[config.mk]
export PLATFORM = sky130hd
export DESIGN_NAME = regfile_param
export DESIGN_NICKNAME = d
export VERILOG_FILES = /design/src/rtl/regfile_param.sv
export SDC_FILE = /design/constraint.sdc
export NUM_CORES = 1
export LEC_CHECK = 0
export CAP_MARGIN = 20
export CORE_MARGIN = 5
export CORE_UTILIZATION = 39
export CTS_BUF_LIST = sky130_fd_sc_hd__clkbuf_16
export CTS_CLUSTER_SIZE = 20
export DETAILED_ROUTE_END_ITERATION = 10
export PLACE_DENSITY = 0.56
export SETUP_SLACK_MARGIN = 0.3
export SLEW_MARGIN = 40
export SYNTH_ARGS = -nofsm -noshare
export SYNTH_HDL_FRONTEND = slang
export SYNTH_SLANG_ARGS = --single-unit
[constraint.sdc]
create_clock -name clock -period 5.08 [get_ports clock]
set_input_delay 1.016 -clock clock [delete_from_list [all_inputs] [get_ports clock]]
set_output_delay 1.016 -clock clock [all_outputs]
set_load 0.02 [all_outputs]
[src/rtl/regfile_param.sv]
// Parametrised register file: 1 sync write, 2 comb reads, valid bits, error flag.
// Define REGFILE_BYPASS_EN to forward accepted write data to matching read ports.
module regfile_param #(
  parameter int unsigned DATA_W = 18,
  parameter int unsigned DEPTH  = 9,
  parameter int unsigned ADDR_W = 4
) (
  input  logic              clock,
  input  logic              rst_n,
  input  logic              wrEN,
  input  logic [ADDR_W-1:0] WA,
  input  logic [DATA_W-1:0] WD,
  input  logic              clr,
  input  logic              err_clr,
  input  logic [ADDR_W-1:0] RS1,
  input  logic [ADDR_W-1:0] RS2,
  output logic [DATA_W-1:0] RD1,
  output logic [DATA_W-1:0] RD2,
  output logic              rd1_valid,
  output logic              rd2_valid,
  output logic              addr_err,
  output logic [7:0]        wr_cnt
);

  logic [DATA_W-1:0] mem [DEPTH];
  logic [DEPTH-1:0]  vld;

  logic wa_ok;
  logic rs1_ok;
  logic rs2_ok;
  logic wr_ok;
  logic wr_bad;

  assign wa_ok  = 32'(WA) < DEPTH;
  assign rs1_ok = 32'(RS1) < DEPTH;
  assign rs2_ok = 32'(RS2) < DEPTH;
  assign wr_ok  = wrEN & ~clr & wa_ok;
  assign wr_bad = wrEN & ~clr & ~wa_ok;

  always_ff @(posedge clock or negedge rst_n) begin
    if (!rst_n) begin
      for (int i = 0; i < DEPTH; i++) mem[i] <= '0;
      vld    <= '0;
      wr_cnt <= '0;
    end else if (clr) begin
      for (int i = 0; i < DEPTH; i++) mem[i] <= '0;
      vld    <= '0;
      wr_cnt <= '0;
    end else if (wr_ok) begin
      mem[WA] <= WD;
      vld[WA] <= 1'b1;
      if (wr_cnt != 8'hFF) wr_cnt <= wr_cnt + 8'd1;
    end
  end

  // A set in the same cycle as err_clr wins.
  always_ff @(posedge clock or negedge rst_n) begin
    if (!rst_n) begin
      addr_err <= 1'b0;
    end else if (wr_bad) begin
      addr_err <= 1'b1;
    end else if (err_clr) begin
      addr_err <= 1'b0;
    end
  end

`ifdef REGFILE_BYPASS_EN
  logic byp;
  assign byp = wr_ok & rst_n;
`endif

  always_comb begin
    RD1       = '0;
    rd1_valid = 1'b0;
    if (rs1_ok) begin
      RD1       = mem[RS1];
      rd1_valid = vld[RS1];
    end
`ifdef REGFILE_BYPASS_EN
    if (byp && RS1 == WA) begin
      RD1       = WD;
      rd1_valid = 1'b1;
    end
`endif
  end

  always_comb begin
    RD2       = '0;
    rd2_valid = 1'b0;
    if (rs2_ok) begin
      RD2       = mem[RS2];
      rd2_valid = vld[RS2];
    end
`ifdef REGFILE_BYPASS_EN
    if (byp && RS2 == WA) begin
      RD2       = WD;
      rd2_valid = 1'b1;
    end
`endif
  end

endmodule

# Yosys cells after proc, flatten, opt, wreduce, memory -nomap -nowiden
# Cells that the tools add are included.
[word_totals] regBits=180 latch_bits=0 mem_bits_rw=0 mem_bits_ro=0 input_bits=35 wordCells=68 mem_count=0
[op_classes] addsub=1 n_mul=0 n_div=0 magnitude_cmp=11 eq_ne=1 shifts=0 n_mux=28 bitwise_logic=9 reduce_logical=6
[ops] cell="2-to-1 mux 162 bit" n=2
[ops] cell="bitwise mux 162 bit" n=1
[ops] cell="binary-select mux 18 bit (select 4 bit)" n=2
[ops] cell="2-to-1 mux 18 bit" n=7
[ops] cell="demux 18 bit (select 4 bit)" n=1
[ops] cell="2-to-1 mux 8 bit" n=3
[ops] cell="2-to-1 mux 9 bit" n=2
[ops] cell=">= comparator 5 bit, second input constant" n=3
[ops] cell="less-than comparator 4 x 5 -> 1 bit, second input constant" n=3
[ops] cell="NOT 4 -> 5 bit" n=3
[ops] cell="less-than comparator 4 bit, second input constant" n=3
[ops] cell="OR 9 bit" n=1
[ops] cell="adder 8 x 1 -> 8 bit, second input constant" n=1
[ops] cell="binary-select mux 1 bit (select 4 bit)" n=2
[ops] cell="!= test 8 bit, second input constant" n=1
[ops] cell="2-to-1 mux 1 bit" n=7
[ops] cell="nonzero test 2 bit" n=3
[ops] cell="less-than comparator 5 x 1 -> 1 bit, second input constant" n=1
[ops] cell="demux 1 bit (select 4 bit)" n=1
[ops] cell=">= comparator 4 x 1 -> 1 bit, second input constant" n=1
[ops] cell="bitwise AND 1 bit" n=3
[ops] cell="logical AND 1 bit" n=2
[ops] cell="NOT 1 bit" n=2
[ops] cell="AND reduction 2 bit" n=1

# Depth between registers and ports, before layout
[logic_depth] depth_word=8 depth_mapped=7

# Least setup slack after synthesis
# OpenSTA, ideal clock, no wires.
[synth_path] kind="in2out" start="in RS2[2]" end="out RD2[13]" arrival_ns=2.313 t_required_ns=4.064 slack_ns=1.751 cell_stages=5 path_cell_list="nand2b_1 > buf_1 > buf_1 > o22ai_1 > o31ai_1"
[synth_between] elab_chain_len=5
[synth_lines] element="start: declaration" line_no="16" text="input logic [ADDR_W-1:0] RS2,"
[synth_lines] element="NOT 4 -> 5 bit (not written as such)" line_no="91" text="RD2 = mem[RS2];"
[synth_lines] element="binary-select mux 18 bit (select 4 bit)" line_no="91"
[synth_lines] element="2-to-1 mux 18 bit (not written as such) (2 in a row)" line_no="91"
[synth_lines] element="2-to-1 mux 18 bit (*)" line_no="90" text="if (rs2_ok) begin"
[synth_lines] element="end: declaration" line_no="18" text="output logic [DATA_W-1:0] RD2,"
# Mark *: on every way between the ends. The rest lies on a longest branch, timed or not. The select of a mux whose other input is x is not followed.

# Final worst setup path
[layout_path] start="in RS2[1]" end="out RD2[5]"
# The elaborated chain is that of the path after synthesis.

==> flow_summary.toml <==
[route]
totalWireLength_um = 34500
drtIter0Drc = 881
dr_total_vias = 8685
wl_per_cell_um = 23.1
drc = 0
detail-route-antenna-nets = 0
via_per_inst = 5.81
dr.pass1.iters = 5

[timing]
slew_viol_final = 0
relSlewSlack = 0.462
period_share = 0.898
layout_min_cycle_time_ns = 4.56
finalWorstSetupSlack_ns = 0.520
whs_ns = 0.488
fin_tns_setup_ns = 0
setup_viol_count_final = 0
worst_clock_skew_ns = 0.00149
fmax_mhz = 219
hold_viol = 0
tightest_slew_ns = 0.806
rsz0062_at_grt = "false"

[clocking]
clkTransAtPathRegs_ns = 0.07
cts_max_path_buffers = 2
clock_latency_ns = 0.43
root_buffer = "clkbuf_16"
post_cts_buffers = 0
cts_tree = "built"
cts.sinks = 180
cts_buffers = 17
holdBufCountCts = 0
cts_max_level = 4
cts_resized = 0

[setup_path]
cp-end-kind = "primary output"
start_kind = "primary input"
path_class = "in2out"
critPathLaunch = "RS2[1]"
crit_arrival_ns = 3.54
crit_fanout = 17
reg2reg_from = "wr_cnt[0]"
worstPathRequired_ns = 4.06

[cells_and_area]
final.fill_count = 2522
num_antenna_cells = 0
final_util = 0.456
drive_above_1_share = 0.170
syn2layout_area_growth_pct = 15.9
nNetsFinal = 1183
layout.cells.non_filler = 1494
final_area_um2 = 11800

[synth]
synthMuxAreaShare = 0.172
syn-instance-count = 1120
synth_warnings = 0
synth-simple-area-share = 0.194
ys_ff_latch = 180
synth_common_cells = "nand2_1 (372), dfrtp_1 (180), a21oi_1 (162)"
synth_xor_area_frac = 0
syn-cell-area_um2 = 10200
synth_fa_ha_area_frac = 0.00123
synth_compound_area_frac = 0.141
synthArstFlopShare = 1.00
synth_nets = 1156
synth_edf_count = 0
ys_types = 46
synth_most_common_cell = "nand2_1"
synth_area_leader_cell = "dfrtp_1"
avgSynthCellArea_um2 = 9.07
netlist_top_cells_area = "dfrtp_1 (44%), nand2_1 (14%), mux4_2 (8.9%)"
synthFlopType = "dfrtp_1"
ys_seq_area_frac = 0.443
synth_top_family_by_area = "simple AND/OR/NAND/NOR gates"
synth_top_area_frac = 0.443

[placement]
dp.final_hpwl_um = 21900
place_area_um2 = 11200
io_buffers = 81
dp.cells = 1463
place_ws_ns = 0.615
gp_congestion = 0.863

[hold_path]
hp-class = "in2async"

[grt]
first_global_vias = 8667
grt_max_degree = 98
grt.total_usage = 0.239
grt_pass1_wl_um = 53500
antenna_found_initial = 0
grt-ovfl-total = 0

[floorplan]
io_pins = 82
die_width_um = 171
start_util = 0.393
die_height_um = 171
row_count = 59
die_area_um2 = 29400
core_area_um2 = 25800

[flow_run]
drv_cap = 0

[pwr]
p_leak_nw = 4.67
power_mw = 3.12
vdd_drop_max_mv = 0.207
pwr_density_cell_nw_per_um2 = 265

[outcome]
run_status = "completed"
[final timing paths]
| check | cells past startpoint | to | slack, ns |
|---|---|---|---|
| max | 7 | RD2[5] | 0.52 |
| min | 1 | wr_cnt[2] | 0.49 |
| max reg2reg | 5 | wr_cnt[3] | 3.54 |
| min reg2reg | 1 | vld[7] | 0.52 |
| max in group asynchronous | 3 | mem[134] | 3.49 |
| min in group clock | 1 | vld[7] | 0.52 |
[final cells by class]
| class | instances | area, µm² | area share |
|---|---|---|---|
| clock buffer | 17 | 425 | 0.0361 |
| clock inverter | 14 | 130 | 0.0111 |
| inverter | 4 | 15.0 | 0.00128 |
| multi-input combinational | 835 | 5180 | 0.440 |
| sequential | 180 | 4500 | 0.383 |
| tap | 335 | 419 | 0.0356 |
| timing repair buffer | 109 | 1100 | 0.0931 |
[state kept, by name (all words and copies together) (netlist names)]
signal,flops
vld,9
wr_cnt,8
addr_err,1
mem,162
[layer usage]
layer,routed length [µm],up-vias,track usage
met5,0,-,0
met4,1030,0,0.0813
met3,2190,66,0.0398
met2,16400,338,0.379
met1,14900,4360,0.335
li1,-,3921,-
[critical path: stages]
cell             delay, ns
clkdlybuf4s50_1       0.43
buf_4                 0.24
nand2b_1              0.47
buf_4                 0.27
o22ai_1               0.11
o31ai_1               0.33
clkdlybuf4s50_1       0.68
[cell usage in the layout, fill, tap and decap left out, types with 3 or more instances in the layout]
cell | netlist | layout
a21oi_1 | 162 | 162
and2_2 | 0 | 4
and3_2 | 0 | 3
buf_12 | 0 | 4
buf_4 | 13 | 24
clkbuf_16 | 0 | 17
clkdlybuf4s50_1 | 0 | 77
clkinv_4 | 0 | 3
clkinvlp_4 | 0 | 4
dfrtp_1 | 180 | 180
inv_1 | 4 | 4
inv_6 | 0 | 4
mux2_2 | 72 | 72
mux2i_1 | 4 | 4
mux4_2 | 40 | 40
nand2_1 | 372 | 369
nand2_2 | 3 | 6
nand2b_1 | 3 | 3
nand3_1 | 9 | 7
nand3_2 | 1 | 3
nor2_1 | 28 | 28
nor2b_1 | 28 | 28
o21ai_0 | 5 | 5
o22ai_1 | 37 | 37
o31ai_1 | 36 | 36
[cell families after synthesis]
logic type / after synthesis
compound gates: 251
fa+ha+maj: 1
simple gates: 467
mux: 116
flops: 180
buf+inv: 105
[power by group]
group | internal, mW | switching (mW)
combinational | 0.133 | 0.236
sequential | 1.44 | 0.0101
clock | 0.679 | 0.613
Power figures use the tool's default switching activity.
